--- config.mk ---
export PLATFORM = sky130hd
export DESIGN_NAME = estacao_reserva_add_flat
export DESIGN_NICKNAME = d
export VERILOG_FILES = /design/src/rtl/estacao_reserva_add_if.sv /design/src/rtl/estacao_reserva_add.sv /design/src/flat_wrapper.sv
export SDC_FILE = /design/constraint.sdc
export NUM_CORES = 1
export LEC_CHECK = 0
export CORE_AREA = 2 2 105 107
export DETAILED_ROUTE_END_ITERATION = 8
export DIE_AREA = 0 0 107 109
export PLACE_DENSITY_LB_ADDON = 0.2
export SLEW_MARGIN = 5
export SYNTH_ARGS = -nofsm -noshare
export SYNTH_HDL_FRONTEND = slang
export SYNTH_SLANG_ARGS = --single-unit
--- constraint.sdc ---
create_clock -name Clock -period 6.35 [get_ports Clock]
set_input_delay 1.27 -clock Clock [delete_from_list [all_inputs] [get_ports Clock]]
set_output_delay 1.27 -clock Clock [all_outputs]
set_load 0.01 [all_outputs]
--- src/rtl/estacao_reserva_add_if.sv ---
// Dispatch and CDB signals of one ADD/SUB reservation station.
// The dispatch/CDB side takes the master modport; the station takes slave.
interface estacao_reserva_add_if;
  logic        Enable;
  logic [2:0]  Opcode;
  logic [15:0] Vj;
  logic [15:0] Vk;
  logic [2:0]  Qj;
  logic [2:0]  Qk;
  logic        CDB_Valid;
  logic [2:0]  CDB_Tag;
  logic [15:0] CDB_Data;
  logic        CDB_Grant;
  logic        CDB_Req;
  logic [2:0]  Result_Tag;
  logic [15:0] Result_Data;
  logic        Ready;

  modport master (
    output Enable, Opcode, Vj, Vk, Qj, Qk, CDB_Valid, CDB_Tag, CDB_Data, CDB_Grant,
    input  CDB_Req, Result_Tag, Result_Data, Ready
  );

  modport slave (
    input  Enable, Opcode, Vj, Vk, Qj, Qk, CDB_Valid, CDB_Tag, CDB_Data, CDB_Grant,
    output CDB_Req, Result_Tag, Result_Data, Ready
  );
endinterface

--- src/rtl/estacao_reserva_add.sv ---
// Tomasulo ADD/SUB reservation station: holds one instruction, snoops the CDB
// for missing operands, executes with fixed latency and broadcasts under TAG.
//
// state     | meaning
// FREE      | empty, Ready=1, accepts a dispatch on Enable
// WAIT_OPER | holding an instruction, at least one operand tag still pending
// EXEC      | both operands present, latency counter running
// WRITEBACK | result registered, CDB_Req held until a grant is sampled
module estacao_reserva_add #(
  parameter logic [2:0]  TAG             = 3'd1,
  parameter int          EXEC_LATENCY    = 2,
  parameter logic [15:0] Vj_Vk_sem_valor = 16'hFFF0,
  parameter logic [2:0]  Qj_Qk_sem_valor = 3'd0
) (
  input logic                 Clock,
  input logic                 Reset,
  estacao_reserva_add_if.slave rs
);

  localparam int CW = (EXEC_LATENCY > 1) ? $clog2(EXEC_LATENCY) : 1;
  localparam logic [CW-1:0] CNT_LOAD = CW'(EXEC_LATENCY - 1);

  typedef enum logic [1:0] {FREE, WAIT_OPER, EXEC, WRITEBACK} state_t;

  state_t        state_q, state_d;
  logic [2:0]    op_q, op_d;
  logic [15:0]   vj_q, vj_d, vk_q, vk_d;
  logic [2:0]    qj_q, qj_d, qk_q, qk_d;
  logic [CW-1:0] cnt_q, cnt_d;
  logic [15:0]   res_q, res_d;

  logic [15:0] vj_s, vk_s, vj_r, vk_r, alu;
  logic [2:0]  qj_s, qk_s, qj_r, qk_r;
  logic        hit_j, hit_k;

  // In FREE the snoop applies to the incoming dispatch (same-edge forwarding),
  // otherwise to the held tags.
  always_comb begin
    vj_s  = vj_q;
    vk_s  = vk_q;
    qj_s  = qj_q;
    qk_s  = qk_q;
    if (state_q == FREE) begin
      vj_s = rs.Vj;
      vk_s = rs.Vk;
      qj_s = rs.Qj;
      qk_s = rs.Qk;
    end
    hit_j = rs.CDB_Valid && (qj_s != Qj_Qk_sem_valor) && (rs.CDB_Tag == qj_s);
    hit_k = rs.CDB_Valid && (qk_s != Qj_Qk_sem_valor) && (rs.CDB_Tag == qk_s);
    vj_r  = hit_j ? rs.CDB_Data : vj_s;
    vk_r  = hit_k ? rs.CDB_Data : vk_s;
    qj_r  = hit_j ? Qj_Qk_sem_valor : qj_s;
    qk_r  = hit_k ? Qj_Qk_sem_valor : qk_s;
  end

  always_comb begin
    case (op_q)
      3'b000:  alu = vj_q + vk_q;
      3'b001:  alu = vj_q - vk_q;
      default: alu = vj_q;
    endcase
  end

  always_comb begin
    state_d = state_q;
    op_d    = op_q;
    vj_d    = vj_q;
    vk_d    = vk_q;
    qj_d    = qj_q;
    qk_d    = qk_q;
    cnt_d   = cnt_q;
    res_d   = res_q;
    case (state_q)
      FREE: begin
        if (rs.Enable) begin
          op_d = rs.Opcode;
          vj_d = vj_r;
          vk_d = vk_r;
          qj_d = qj_r;
          qk_d = qk_r;
          if (qj_r == Qj_Qk_sem_valor && qk_r == Qj_Qk_sem_valor) begin
            state_d = EXEC;
            cnt_d   = CNT_LOAD;
          end else begin
            state_d = WAIT_OPER;
          end
        end
      end
      WAIT_OPER: begin
        vj_d = vj_r;
        vk_d = vk_r;
        qj_d = qj_r;
        qk_d = qk_r;
        if (qj_r == Qj_Qk_sem_valor && qk_r == Qj_Qk_sem_valor) begin
          state_d = EXEC;
          cnt_d   = CNT_LOAD;
        end
      end
      EXEC: begin
        if (cnt_q == '0) begin
          res_d   = alu;
          state_d = WRITEBACK;
        end else begin
          cnt_d = cnt_q - 1'b1;
        end
      end
      WRITEBACK: begin
        if (rs.CDB_Grant) state_d = FREE;
      end
      default: state_d = FREE;
    endcase
  end

  always_ff @(posedge Clock or posedge Reset) begin
    if (Reset) begin
      state_q <= FREE;
      op_q    <= 3'd0;
      vj_q    <= Vj_Vk_sem_valor;
      vk_q    <= Vj_Vk_sem_valor;
      qj_q    <= Qj_Qk_sem_valor;
      qk_q    <= Qj_Qk_sem_valor;
      cnt_q   <= '0;
      res_q   <= Vj_Vk_sem_valor;
    end else begin
      state_q <= state_d;
      op_q    <= op_d;
      vj_q    <= vj_d;
      vk_q    <= vk_d;
      qj_q    <= qj_d;
      qk_q    <= qk_d;
      cnt_q   <= cnt_d;
      res_q   <= res_d;
    end
  end

  assign rs.Ready       = (state_q == FREE);
  assign rs.CDB_Req     = (state_q == WRITEBACK);
  assign rs.Result_Tag  = (state_q == WRITEBACK) ? TAG : 3'd0;
  assign rs.Result_Data = (state_q == WRITEBACK) ? res_q : Vj_Vk_sem_valor;

endmodule

--- src/flat_wrapper.sv ---
// flat-port wrapper written by rule: the top's interface ports become plain ports
module estacao_reserva_add_flat 
#(
  parameter logic [2:0]  TAG             = 3'd1,
  parameter int          EXEC_LATENCY    = 2,
  parameter logic [15:0] Vj_Vk_sem_valor = 16'hFFF0,
  parameter logic [2:0]  Qj_Qk_sem_valor = 3'd0
)
  (Clock, Reset, rs_Enable, rs_Opcode, rs_Vj, rs_Vk, rs_Qj, rs_Qk, rs_CDB_Valid, rs_CDB_Tag, rs_CDB_Data, rs_CDB_Grant, rs_CDB_Req, rs_Result_Tag, rs_Result_Data, rs_Ready);
  estacao_reserva_add_if rs_i ();
  input logic Clock;
  input logic Reset;
  input wire logic [$bits(rs_i.Enable)-1:0] rs_Enable;
  input wire logic [$bits(rs_i.Opcode)-1:0] rs_Opcode;
  input wire logic [$bits(rs_i.Vj)-1:0] rs_Vj;
  input wire logic [$bits(rs_i.Vk)-1:0] rs_Vk;
  input wire logic [$bits(rs_i.Qj)-1:0] rs_Qj;
  input wire logic [$bits(rs_i.Qk)-1:0] rs_Qk;
  input wire logic [$bits(rs_i.CDB_Valid)-1:0] rs_CDB_Valid;
  input wire logic [$bits(rs_i.CDB_Tag)-1:0] rs_CDB_Tag;
  input wire logic [$bits(rs_i.CDB_Data)-1:0] rs_CDB_Data;
  input wire logic [$bits(rs_i.CDB_Grant)-1:0] rs_CDB_Grant;
  output wire logic [$bits(rs_i.CDB_Req)-1:0] rs_CDB_Req;
  output wire logic [$bits(rs_i.Result_Tag)-1:0] rs_Result_Tag;
  output wire logic [$bits(rs_i.Result_Data)-1:0] rs_Result_Data;
  output wire logic [$bits(rs_i.Ready)-1:0] rs_Ready;
  assign rs_i.Enable = rs_Enable;
  assign rs_i.Opcode = rs_Opcode;
  assign rs_i.Vj = rs_Vj;
  assign rs_i.Vk = rs_Vk;
  assign rs_i.Qj = rs_Qj;
  assign rs_i.Qk = rs_Qk;
  assign rs_i.CDB_Valid = rs_CDB_Valid;
  assign rs_i.CDB_Tag = rs_CDB_Tag;
  assign rs_i.CDB_Data = rs_CDB_Data;
  assign rs_i.CDB_Grant = rs_CDB_Grant;
  assign rs_CDB_Req = rs_i.CDB_Req;
  assign rs_Result_Tag = rs_i.Result_Tag;
  assign rs_Result_Data = rs_i.Result_Data;
  assign rs_Ready = rs_i.Ready;
  estacao_reserva_add #(.TAG(TAG), .EXEC_LATENCY(EXEC_LATENCY), .Vj_Vk_sem_valor(Vj_Vk_sem_valor), .Qj_Qk_sem_valor(Qj_Qk_sem_valor)) u_core (.Clock(Clock), .Reset(Reset), .rs(rs_i));
endmodule
==> reports/metrics.yaml, run 1 <==
drt:
  drc: 0
  wl_per_cell_um: 14.9
  viasPerCell: 5.21
  drtPass1Iterations: 5
  drt_iter0_drc: 160
  dr_total_vias: 3685
  ant_nets: 0
  wirelength_mm: 10.5
setup_path:
  crit_end: "u_core.res_q[12]$_DFFE_PP1P_"
  cp-startpoint: "u_core.op_q[1]$_DFFE_PP0P_"
  required_ns: 6.62
  crit_cells: 11
  rr_startpoint: "u_core.op_q[1]$_DFFE_PP0P_"
  slowest_stage: "nor2_1"
  r2r_slack_ns: 2.58
  critPathTopFamily: "compound AO/OA/AOI/OAI gates"
  crit_buf_inv: 0
  slowest_delay_ns: 0.69
  cp_cell_sequence: "nor2_1 -> and2_1 -> mux2i_1 -> fa_1 -> a21o_1 -> a21oi_1 -> o21ai_0 -> a2111oi_0 -> o21ai_0 -> a31oi_1 -> nor2_1"
  critPathMaxFanout: 14
  end_kind: "flop"
  startpoint_type: "flop"
  ff2ff_path_depth: 11
  critPathKind: "flop to flop"
  r2r-end: "u_core.res_q[12]$_DFFE_PP1P_"
  cp.arrival_ns: 4.04
power:
  ir_drop_v: 0.000180
  p_per_area_mw_per_mm2: 575
  leakage_nw: 2.28
synthesis:
  synth_top_family_by_area: "compound AO/OA/AOI/OAI gates"
  syn_avg_cell_area_um2: 8.54
  ys_ff_latch: 60
  synth_area_leader_cell: "dfstp_2"
  synth_compound_area_share_pct: 23.7
  synthArstFlopShare_pct: 100
  yosysSeqAreaShare_pct: 37.2
  synth_warnings: 0
  synthSimpleGateAreaFrac_pct: 13.9
  synth_fa_ha_area_share_pct: 6.50
  synth-xor-area-share_pct: 6.11
  synthMuxAreaShare_pct: 2.71
  synth_edf_count: 0
  syn_area_mm2: 0.00416
  synth-main-ff-cell: "dfstp_2"
  yosys-top-cells-area: "dfstp_2 (23%), dfrtp_1 (14%), inv_1 (6.9%)"
  syn_inst: 487
  synth_top_area_share_pct: 22.7
  ys_types: 56
global_route:
  met1_usage_pct: 26.1
  antenna_found_initial: 0
  grt.met2_usage_pct: 29.1
  grtUsageMet3_pct: 3.59
  gr-total-overflow: 0
  grt_max_degree: 61
  grt.busiest_layer: "met2"
  grt.total_usage_pct: 19.0
  grt_pass1_vias: 3531
  grt_pass1_wl_mm: 17.4
timing:
  worst-slew-pin-transition_ns: 1.16
  hold_violations: 0
  min_period_ns: 3.77
  max_freq_ghz: 0.266
  rsz0062_at_grt: "false"
  final_max_slew_viol_count: 0
  fin_tns_setup_ns: 0
  setup_viol: 0
  fin_skew_ns: 0.00608
  finalCritPeriodShare_pct: 59.3
  slew_headroom_pct: 22.4
  hold_ws_ns: 0.472
clock_network:
  cts_resized: 0
  clk_transition_reported_paths_ns: 0.07
  numCtsBuffers: 9
  clock_latency_ns: 0.34
  postCtsSetupBuffers: 0
  htreeDepth: 3
  cts-root-buf: "clkbuf_8"
  cts_tree: "yes"
  ctsHoldBuffers: 0
  cts_buffer_depth: 2
  cts_sinks: 60
floorplanning:
  initial_utilization_pct: 39.2
  die-area_mm2: 0.0117
  die_width_um: 107
  die_h_um: 109
  core_area_mm2: 0.0106
  io_pins: 86
  std_cell_rows: 38
place:
  dp_cells: 691
  gp_congestion: 0.887
  io_buffers: 83
  dp_hpwl_mm: 8.23
  dpl-instance-area_mm2: 0.00507
final_layout:
  area_growth_pct: 25.8
  fin_nets: 648
  final_cells: 707
  antenna_cells: 0
  stdcell_area_mm2: 0.00523
  drive_above_1_share_pct: 11.8
status:
  status: "finished clean"
min_path:
  holdCritPathClass: "flop to flop"
run:
  max_cap_violations: 0
==> tightest hold or removal path, delay by kind of cell (launching register included) <==
| kind | cells | cell delay (ns) |
|---|---|---|
| flip-flops | 1 | 0.34 |
| AO/OA/AOI/OAI | 1 | 0.06 |
| AND/OR/NAND/NOR | 1 | 0.04 |
==> cells by family after synthesis <==
kind of cell	Yosys count
AOI/OAI and AO/OA	151
xor gates and xnor gates	29
adders and majority gates	21
buffers and inverters	99
DFF	60
muxes	10
other	1
and+or+nand+nor	116
==> per-layer routing <==
metal | vias to the layer above | share of wire (%)
met1 | 1696 | 48
met4 | 0 | 2.2
met5 | - | 0
li1 | 1849 | -
met3 | 15 | 5.1
met2 | 125 | 44
==> cells in the final DEF (no fill, tap or decap), types with 4 or more instances in the layout <==
cell / netlist / routed
and2_1: 7 / 7
a222oi_1: 16 / 16
a21oi_1: 47 / 47
clkbuf_1: 13 / 4
dfrtp_1: 24 / 24
ha_1: 20 / 20
o21a_1: 6 / 6
dfstp_2: 36 / 36
nand3_1: 4 / 4
o31ai_1: 4 / 4
clkdlybuf4s50_1: 0 / 83
o21ai_0: 27 / 27
mux2_2: 6 / 6
nor2_1: 32 / 32
xor2_1: 5 / 5
a31oi_1: 7 / 7
xnor2_1: 24 / 24
nand2b_1: 17 / 17
o22ai_1: 20 / 20
nor3_1: 5 / 5
nand2_1: 33 / 33
inv_1: 77 / 76
clkbuf_8: 0 / 10
==> power breakdown <==
group	total [mW]	internal [mW]	switching [mW]	leakage, nW
registers	0.782	0.640	0.142	0.661
clock network	0.298	0.152	0.146	0.0844
logic	1.93	0.859	1.07	1.54
total	3.01	1.65	1.36	2.28
==> flip-flops by register name, summed over array words and instances, names as in the netlist <==
| register | count |
|---|---|
| u_core.vk_q | 16 |
| u_core.res_q | 16 |
| u_core.op_q | 3 |
| u_core.vj_q | 16 |
| u_core.qk_q | 3 |
| u_core.qj_q | 3 |
| u_core.cnt_q | 1 |
| u_core.state_q | 2 |
==> final cells by class <==
type / count / area, um^2
well taps: 140 / 175
flip-flops and latches: 60 / 1550
multi-input cells: 329 / 2210
clock buffers: 14 / 153
repair buffers: 85 / 846
inverters: 77 / 289
clock inverters: 2 / 10.0
fillers: 1028 / 5370
==> per-stage QoR <==
step                util, %  setup slack [ns]  total power [mW]
floorplan                 -              3.31              2.24
finish                 49.4              2.58              3.01
CTS                    49.3              2.63              3.00
detailed placement     47.8              2.44              2.69
global route           49.4              2.24              3.30
global placement       47.8              2.47              2.64
==> Yosys cell counts, drive strengths merged, types with 4 or more instances <==
master	number
nand2b	17
buf	9
nor3	7
dfstp	36
nand3	4
nand2	33
clkbuf	13
nor2	32
ha	20
inv	77
o21ai	27
xor2	5
dfrtp	24
xnor2	24
and2	7
a222oi	16
o31ai	5
a31oi	7
mux2	7
o21a	6
a21oi	47
o22ai	20
==> how the worst min path moves through the flow <==
stage	startpoint	to	slack, ns	cells past startpoint
detailed placement	u_core.res_q[3]$_DFFE_PP0P_	u_core.res_q[3]$_DFFE_PP0P_	0.47	2
finish	u_core.res_q[0]$_DFFE_PP0P_	u_core.res_q[0]$_DFFE_PP0P_	0.47	2
CTS	u_core.res_q[3]$_DFFE_PP0P_	u_core.res_q[3]$_DFFE_PP0P_	0.48	2
global placement	u_core.res_q[0]$_DFFE_PP0P_	u_core.res_q[0]$_DFFE_PP0P_	0.45	2
floorplan	u_core.res_q[0]$_DFFE_PP0P_	u_core.res_q[0]$_DFFE_PP0P_	0.44	2
global route	u_core.res_q[0]$_DFFE_PP0P_	u_core.res_q[0]$_DFFE_PP0P_	0.50	2
Note: power is estimated with default switching activity, not from simulation.
==> run 2: changes to the inputs <==
clock period = 3.8 ns   (was 6.35 ns; I/O delays follow)
==> reports/metrics.yaml, run 2 (synthesis gave the netlist of run 1 again) <==
setup_path:
  startpoint_type: "flop"
  cp.arrival_ns: 3.64
  critPathKind: "flop to flop"
  critPathMaxFanout: 7
  required_ns: 4.08
  end_kind: "flop"
final_layout:
  area_growth_pct: 27.1
  final_common_cell: "clkdlybuf4s50_1"
  final_cell_mix: "clkdlybuf4s50_1 (83), inv_1 (76), a21oi_1 (47), dfstp_2 (36), nand2_1 (33)"
  drive_above_1_share_pct: 12.6
  fin_nets: 653
  top_regs: "u_core.res_q x16, u_core.vj_q x16, u_core.vk_q x16"
  fillCellCount: 1020
  antenna_cells: 0
power:
  leakage_nw: 2.32
  ir_drop_v: 0.000358
  p_per_area_mw_per_mm2: 960
place:
  io_buffers: 83
  dp_hpwl_mm: 8.25
  gp_congestion: 0.868
  dp_slack_ns: 0.465
timing:
  fin_skew_ns: 0.00656
  slew_headroom_pct: 22.9
  max_freq_ghz: 0.297
  worst-slew-pin-transition_ns: 1.15
  rsz0062_at_grt: "false"
  finalCritPeriodShare_pct: 88.6
  final_max_slew_viol_count: 0
  fin_tns_setup_ns: 0
  min_period_ns: 3.37
  hold_violations: 0
  fin_ws_ns: 0.432
  setup_viol: 0
clock_network:
  postCtsSetupBuffers: 0
  ctsHoldBuffers: 0
  htreeDepth: 3
  cts_buffer_depth: 2
  numCtsBuffers: 9
  clk_transition_reported_paths_ns: 0.06
  cts_tree: "yes"
  cts_resized: 0
  clock_latency_ns: 0.35
  cts-root-buf: "clkbuf_8"
  cts_sinks: 60
global_route:
  grt.total_usage_pct: 19.0
  antenna_found_initial: 0
  grt_pass1_wl_mm: 17.6
  grt_max_degree: 45
  gr-total-overflow: 0
  grt_pass1_vias: 3544
status:
  status: "finished clean"
floorplanning:
  std_cell_rows: 38
  io_pins: 86
  initial_utilization_pct: 39.2
  die-area_mm2: 0.0117
  core_area_mm2: 0.0106
  die_width_um: 107
  die_h_um: 109
min_path:
  holdCritPathClass: "flop to flop"
drt:
  drtPass1Iterations: 6
  dr_total_vias: 3665
  drt_iter0_drc: 217
  viasPerCell: 5.15
  wl_per_cell_um: 14.8
  drc: 0
  ant_nets: 0
  wirelength_mm: 10.5
run:
  max_cap_violations: 0
[run 2: area by class of cell]
type                            instances  area [um^2]  area share, %
Clock buffer                           15          176           3.34
Clock inverter                          1         5.00         0.0947
Inverter                               77          289           5.47
Multi-Input combinational cell        329         2210           41.8
Sequential cell                        60         1550           29.3
Tap cell                              140          175           3.31
Timing Repair Buffer                   90          883           16.7
[run 2: worst paths after layout]
check / startpoint / end / slack [ns] / cells past startpoint
worst min-delay path: u_core.vj_q[15]$_DFFE_PP1P_ / u_core.vj_q[15]$_DFFE_PP1P_ / 0.47 / 2
min in group asynchronous: Reset / u_core.state_q[0]$_DFFE_PP0P_ / 0.93 / 2
max in group asynchronous: Reset / u_core.res_q[5]$_DFFE_PP1P_ / 2.02 / 3
worst max-delay path: u_core.op_q[1]$_DFFE_PP0P_ / u_core.res_q[15]$_DFFE_PP1P_ / 0.43 / 12
worst min register to register: u_core.vj_q[15]$_DFFE_PP1P_ / u_core.vj_q[15]$_DFFE_PP1P_ / 0.47 / 2
worst max register to register: u_core.op_q[1]$_DFFE_PP0P_ / u_core.res_q[15]$_DFFE_PP1P_ / 0.43 / 12
[run 2: where the power goes]
group / internal [mW] / total (mW) / switching (mW)
Clock: 0.290 / 0.540 / 0.250
Sequential: 1.07 / 1.29 / 0.220
Combinational: 1.45 / 3.25 / 1.79
Total: 2.81 / 5.07 / 2.26
[run 2: per-layer routing]
layer,routed length [um],track usage [%]
met1,5210,27.4
met3,583,3.35
met4,175,5.94
met2,4540,29.0
met5,0,0
[run 2: critical path, stage by stage (launching register included)]
cell	delay [ns]
dfrtp_1	0.39
nor2_1	0.28
and2_1	0.33
nor2_1	0.11
xnor2_1	0.16
ha_1	0.36
o21a_1	0.14
o31a_1	0.20
o2111ai_1	0.24
o41ai_1	0.47
xnor2_1	0.14
or3_1	0.31
a31oi_1	0.17
[run 2: metrics by stage]
step / instance area, um^2 / hold slack (ns) / power, mW / cells / utilization (%)
2_1_floorplan: 4160 / 0.442 / 3.74 / 488 / -
3_3_place_gp: 5100 / 0.457 / 4.44 / 696 / 48.1
3_5_place_dp: 5100 / 0.463 / 4.51 / 696 / 48.1
4_1_cts: 5290 / 0.473 / 5.07 / 712 / 49.9
5_1_grt: 5290 / 0.501 / 5.56 / 712 / 49.9
6_report: 5290 / 0.473 / 5.07 / 712 / 49.9
